===== src/rtl/cache_bus_pkg.sv =====
`default_nettype none
// ============================================================================
// Module      : cache_bus_pkg
// Description : Shared types and helpers for the cache bus controller:
//               bus operation codes, snoop responses, FSM states and a
//               32-bit saturating increment used by the optional statistics.
// Revision    : 1.0 - initial release
// ============================================================================
package cache_bus_pkg;

  // Bus operation encoding; identical on the cache side and on the bus.
  typedef enum logic [1:0] {
    READ      = 2'd0,  // BusRd
    RFO       = 2'd1,  // BusRdX
    UPGRADE   = 2'd2,  // BusUpgr
    WRITEBACK = 2'd3   // Flush
  } bus_op_t;

  // Snoop response. The enum literals double as the NOHIT/HIT/HITM
  // constants (0/1/2); the raw bus code 3 has no literal and decodes to NOHIT.
  typedef enum logic [1:0] {
    NOHIT = 2'd0,
    HIT   = 2'd1,
    HITM  = 2'd2
  } snoop_t;

  // Controller FSM states.
  typedef enum logic [2:0] {
    IDLE = 3'd0,
    ARB  = 3'd1,
    ADDR = 3'd2,
    MEM  = 3'd3,
    DONE = 3'd4
  } bus_state_t;

  // Map the raw 2-bit snoop bus onto snoop_t; the reserved code means no hit.
  function automatic snoop_t decode_snoop(input logic [1:0] raw);
    case (raw)
      2'd1:    decode_snoop = HIT;
      2'd2:    decode_snoop = HITM;
      default: decode_snoop = NOHIT;
    endcase
  endfunction

  // Increment that sticks at all-ones instead of wrapping.
  function automatic logic [31:0] sat_inc(input logic [31:0] value);
    sat_inc = (value == 32'hFFFF_FFFF) ? value : value + 32'd1;
  endfunction

endpackage : cache_bus_pkg
`default_nettype wire


===== src/rtl/cache_bus_timeout.sv =====
`default_nettype none
// ============================================================================
// Module      : cache_bus_timeout
// Description : Memory wait counter. Cleared before MEM is entered, counts
//               each MEM cycle, and flags expiry in the MEM_TIMEOUT-th wait
//               cycle so the controller leaves MEM after exactly MEM_TIMEOUT
//               cycles without mem_ready.
// Revision    : 1.0 - initial release
// ============================================================================
module cache_bus_timeout #(
  parameter int MEM_TIMEOUT = 255
) (
  input  logic clk,
  input  logic rstb,
  input  logic clear,
  input  logic enable,
  output logic expired
);

  // A timeout below one cycle is meaningless; treat it as one.
  localparam int c_lim   = (MEM_TIMEOUT < 1) ? 1 : MEM_TIMEOUT;
  localparam int c_cnt_w = (c_lim < 2) ? 1 : $clog2(c_lim);
  localparam logic [c_cnt_w-1:0] c_last = c_cnt_w'(c_lim - 1);

  logic [c_cnt_w-1:0] r_count;

  // The count equals the number of MEM cycles already completed.
  assign expired = enable && (r_count == c_last);

  // Wait counter: clear wins, otherwise count MEM cycles up to the limit.
  always_ff @(posedge clk or negedge rstb) begin
    if (!rstb) begin
      r_count <= '0;
    end else if (clear) begin
      r_count <= '0;
    end else if (enable && !expired) begin
      r_count <= r_count + 1'b1;
    end
  end

endmodule : cache_bus_timeout
`default_nettype wire


===== src/rtl/cache_bus_ctrl.sv =====
`default_nettype none
// ============================================================================
// Module      : cache_bus_ctrl
// Description : Single-outstanding cache-to-bus controller. Accepts one
//               MESI bus operation, arbitrates, drives the address phase,
//               samples the snoop result, waits for memory (with timeout)
//               and returns done/shared/err to the cache.
//               Optional macro CACHE_BUS_STATS_EN adds three saturating
//               statistics counters (stat_ops, stat_hitm, stat_timeouts).
// Revision    : 1.0 - initial release
// ============================================================================
module cache_bus_ctrl
  import cache_bus_pkg::*;
#(
  parameter int ADDR_W      = 32,
  parameter int MEM_TIMEOUT = 255
) (
  input  logic              clk,
  input  logic              rstb,
  input  logic              req_valid,
  output logic              req_ready,
  input  logic [1:0]        req_op,
  input  logic [ADDR_W-1:0] req_addr,
  output logic              done,
  output logic              shared,
  output logic              err,
  output logic              bus_req,
  input  logic              bus_gnt,
  output logic [1:0]        bus_op,
  output logic [ADDR_W-1:0] bus_addr,
  input  logic [1:0]        bus_snoop,
  output logic              mem_valid,
  input  logic              mem_ready
`ifdef CACHE_BUS_STATS_EN
  ,
  output logic [31:0]       stat_ops,
  output logic [31:0]       stat_hitm,
  output logic [31:0]       stat_timeouts
`endif
);

  bus_state_t        r_state;
  bus_op_t           r_op;
  logic [ADDR_W-1:0] r_addr;
  snoop_t            r_snoop;

  logic w_tmo_clear;
  logic w_tmo_en;
  logic w_tmo_expired;
  logic w_shared_next;

  // The counter is zeroed during ADDR so it starts from 0 on MEM entry.
  assign w_tmo_clear = (r_state == ADDR);
  assign w_tmo_en    = (r_state == MEM);

  // Only a READ that another cache holds ends up in Shared.
  assign w_shared_next = (r_op == READ) && ((r_snoop == HIT) || (r_snoop == HITM));

  cache_bus_timeout #(
    .MEM_TIMEOUT (MEM_TIMEOUT)
  ) u_timeout (
    .clk     (clk),
    .rstb    (rstb),
    .clear   (w_tmo_clear),
    .enable  (w_tmo_en),
    .expired (w_tmo_expired)
  );

  // Controller FSM; every output is registered alongside the next state.
  always_ff @(posedge clk or negedge rstb) begin
    if (!rstb) begin
      r_state   <= IDLE;
      r_op      <= READ;
      r_addr    <= '0;
      r_snoop   <= NOHIT;
      req_ready <= 1'b1;
      done      <= 1'b0;
      shared    <= 1'b0;
      err       <= 1'b0;
      bus_req   <= 1'b0;
      bus_op    <= 2'd0;
      bus_addr  <= '0;
      mem_valid <= 1'b0;
    end else begin
      done     <= 1'b0;
      err      <= 1'b0;
      shared   <= 1'b0;
      bus_op   <= 2'd0;
      bus_addr <= '0;
      case (r_state)
        IDLE: begin
          if (req_valid) begin
            r_op      <= bus_op_t'(req_op);
            r_addr    <= req_addr;
            req_ready <= 1'b0;
            bus_req   <= 1'b1;
            r_state   <= ARB;
          end
        end
        ARB: begin
          if (bus_gnt) begin
            bus_op   <= r_op;
            bus_addr <= r_addr;
            r_state  <= ADDR;
          end
        end
        ADDR: begin
          r_snoop <= decode_snoop(bus_snoop);
          if (r_op == UPGRADE) begin
            // An upgrade needs no data; READ is impossible here so shared stays 0.
            done    <= 1'b1;
            bus_req <= 1'b0;
            r_state <= DONE;
          end else begin
            // HITM still waits on memory: the owner's flush is serviced there.
            mem_valid <= 1'b1;
            r_state   <= MEM;
          end
        end
        MEM: begin
          // mem_ready takes priority over an expiry in the same cycle.
          if (mem_ready || w_tmo_expired) begin
            done      <= 1'b1;
            err       <= !mem_ready;
            shared    <= w_shared_next;
            mem_valid <= 1'b0;
            bus_req   <= 1'b0;
            r_state   <= DONE;
          end
        end
        DONE: begin
          req_ready <= 1'b1;
          r_state   <= IDLE;
        end
        default: begin
          req_ready <= 1'b1;
          bus_req   <= 1'b0;
          mem_valid <= 1'b0;
          r_state   <= IDLE;
        end
      endcase
    end
  end

`ifdef CACHE_BUS_STATS_EN
  // Statistics: completed operations, HITM snoops and memory timeouts.
  always_ff @(posedge clk or negedge rstb) begin
    if (!rstb) begin
      stat_ops      <= '0;
      stat_hitm     <= '0;
      stat_timeouts <= '0;
    end else begin
      if (done) begin
        stat_ops <= sat_inc(stat_ops);
      end
      if (err) begin
        stat_timeouts <= sat_inc(stat_timeouts);
      end
      if ((r_state == ADDR) && (decode_snoop(bus_snoop) == HITM)) begin
        stat_hitm <= sat_inc(stat_hitm);
      end
    end
  end
`endif

endmodule : cache_bus_ctrl
`default_nettype wire


===== config.mk =====
export PLATFORM = sky130hd
export DESIGN_NAME = cache_bus_ctrl
export DESIGN_NICKNAME = d
export VERILOG_FILES = /design/src/rtl/cache_bus_pkg.sv /design/src/rtl/cache_bus_timeout.sv /design/src/rtl/cache_bus_ctrl.sv
export SDC_FILE = /design/constraint.sdc
export NUM_CORES = 1
export LEC_CHECK = 0
export ABC_AREA = 1
export CORE_ASPECT_RATIO = 0.5
export CORE_MARGIN = 2
export CORE_UTILIZATION = 45
export CTS_BUF_LIST = sky130_fd_sc_hd__clkbuf_8
export CTS_CLUSTER_DIAMETER = 30
export DETAILED_ROUTE_END_ITERATION = 10
export PLACE_DENSITY = 0.81
export RECOVER_POWER = 100
export SYNTH_ARGS = -nofsm -noshare
export SYNTH_HDL_FRONTEND = slang
export SYNTH_SLANG_ARGS = --single-unit
export TNS_END_PERCENT = 50

===== constraint.sdc =====
create_clock -name clk -period 1.95 [get_ports clk]
set_input_delay 0.4875 -clock clk [delete_from_list [all_inputs] [get_ports clk]]
set_output_delay 0.4875 -clock clk [all_outputs]
set_load 0.01 [all_outputs]

==> out/summary.txt <==
FF-to-FF path depth: 7
CTS hold repair buffers: 0
layout net count: 514
Levels on crit path: 1
die area: 8800 um2
count of final setup violators: 0
detailed-route wire length per cell: 12.8 um
Yosys warnings: 0
total number of vias: 2790
post-synth cell types: 26
final wirelength: 7520 um
area fraction of the dominant cell type after synthesis: 0.596
worst setup margin: 61.0 ps
initial antenna violation count: 0
commonest cells in the synthesized netlist: nand2_1, dfrtp_1, nor2_1
ratio of total power to cell area: 1300 nW/um2
Routability Congestion: 0.842
clock buffers created by TritonCTS: 9
number of standard cells after synthesis: 388
worst reg2reg path startpoint: r_state[0]
top_reg_cell synth: dfrtp_1
status: finished, final reports clean
setup skew after layout: 8.59 ps
buffer depth of the longest clock path: 2
Clock transition at path regs: 90 ps
# port buffers: 80
met3 routed WL: 287 um
Slowest-stage cell, CP: dfstp_2
Starting Density: 0.458
Mapped Avg Cell Area: 9.30 um2
root cell of the clock tree: clkbuf_8
kind of cell with the highest combined delay on the critical path: flip-flops
crit path max fanout: 2
fraction of final layout cells with drive strength greater than 1: 0.0798
DRC Markers: 0
Critical path origin: req_ready
library cell with the highest instance count after synthesis: nand2_1
Total Negative Setup Slacks: 0 ps
startpoint kind of the worst setup timing path: flip-flop
maximum level of the CTS H-tree: 3
worst slack at placement: 259 ps
global-route wire length before repair: 12400 um
end of the critical path: req_ready
largest vdd supply drop: 500 uV
Die Span Y: 67.3 um
buffers inserted by post-CTS timing repair: 0
transition time at the pin with the least slew margin: 851 ps
Initial DRT Pass Iterations: 5
num rows: 23
setup slack, reg-to-reg: 210 ps
Routed Antenna Nets: 0
CP Cell Sequence: clkdlybuf4s50_1
number of synthesized flops with an enable pin: 0
Final Critical Period: 1890 ps
overall power of the completed layout: 6.04 mW
Critical Path End Type: output port
post_cts resized: 0
Netlist Area Pre-Place: 3610 um2
Iteration-0 DRC Markers: 231
kind of critical path: flip-flop to output port
flip-flop and latch count after synthesis: 87
final antenna diode count: 0
Worst slew margin: 0.433
achievable frequency: 0.529 GHz
number of max-cap violations: 0
total half-perimeter wirelength after legalization and detailed placement: 5420 um
Critical Path RT: 1460 ps
cell type contributing the most total cell area after synthesis: dfrtp_1
core area: 7890 um2
Syn-to-layout area delta: 28.6%
uppermost layer routed: met4
via/cell ratio: 4.74
Critical path buffers and inverters: 1
main area contributors after synthesis: dfrtp_1, nand2_1, nand3_1
clock net sink count: 87
ys async rst share: 1.00
sum of met2 wire segment lengths after detailed routing: 3790 um
sequential cell area fraction in the yosys report: 0.603
worst hold slack across all endpoints: 225 ps
CTS tree: done
number of top-level pins: 81
capturing point of the worst reg2reg path: r_addr[22]
path type of the worst min-delay path: input pin to asynchronous set/reset pin
fin. max-slew vios: 0
number of hold violations in the final report: 0
stage delay of the slowest cell on the critical path: 530 ps
RSZ-0062 raised after global routing: false
pin count of the biggest net entering global routing: 36
critical path data arrival time: 1400 ps
die span in x: 131 um
final cycle utilization of the critical path: 0.969
Syn Nets: 431
vias in the first global route: 2740
overall routing resource usage: 0.187
GRT overflow: 0
Post-Route M1 WL: 3340 um
Clk Latency, worst-skew pair: 350 ps
Pleak: 2.43 nW
==> kinds of logic after synthesis <==
logic type      after synthesis  share of synthesized area
buf+inv                      39                     0.0586
fa+ha+maj                     2                    0.00693
xor+xnor                      3                    0.00728
flops                        87                      0.603
compound gates               13                     0.0187
simple gates                244                      0.305
==> state kept, by name, summed over array words and instances, names as in the netlist <==
name               cells
err                    1
mem_valid              1
shared                 1
r_op                   2
r_state                3
bus_op                 2
u_timeout.r_count      8
bus_addr              32
req_ready              1
r_snoop                2
r_addr                32
done                   1
bus_req                1
==> report_power, final <==
group          total [mW]  internal [mW]  leakage [nW]  switching (mW)
Sequential           2.70           2.37          1.14           0.325
Clock                1.32          0.715         0.112           0.609
Combinational        2.02          0.791          1.18            1.23
==> metal layers <==
layer,vias to the layer above,GRT usage
met4,0,0.0665
li1,1380,-
met3,11,0.0507
met1,1341,0.233
met5,-,0
met2,58,0.320
==> metrics by stage <==
step	std cells	util	instance area, um2
after detailed placement	572	0.576	4540
after global placement	572	0.576	4540
final	588	0.589	4640
after global routing	588	0.589	4640
after CTS	588	0.603	4760
after floorplan	388	-	3610
==> cell type report <==
| class | count | area (um2) |
|---|---|---|
| clock inverter | 7 | 88.8 |
| sequential | 87 | 2180 |
| inverter | 20 | 75.1 |
| clock buffer | 9 | 124 |
| multi-input combinational | 262 | 1150 |
| timing repair buffer | 91 | 880 |
| fill | 688 | 3240 |
| tap | 112 | 140 |
==> how the worst min path moves through the flow <==
stage,end,start,depth (start not counted),slack [ps]
after detailed placement,shared,r_op[0],1,430
final,bus_addr[2],rstb,1,220
after global placement,shared,r_op[0],1,430
after CTS,bus_addr[2],rstb,1,90
after global routing,r_addr[7],rstb,1,280
after floorplan,bus_addr[0],rstb,0,190
==> cells in the final DEF, fill, tap and decap left out, types with 2 or more instances in the layout <==
cell,netlist,layout
a21oi_1,4,4
buf_4,0,6
bufinv_16,0,2
clkbuf_2,0,4
clkbuf_8,0,9
clkdlybuf4s50_1,0,39
dfrtp_1,86,86
dlygate4sd3_1,0,40
ha_1,2,2
inv_1,15,19
inv_2,5,3
nand2_1,116,136
nand2_2,24,5
nand3_1,41,43
nand4_1,5,5
nor2_1,47,47
nor3_1,2,2
o21ai_0,6,7
xor2_1,3,3
Power figures use the tool's default switching activity.
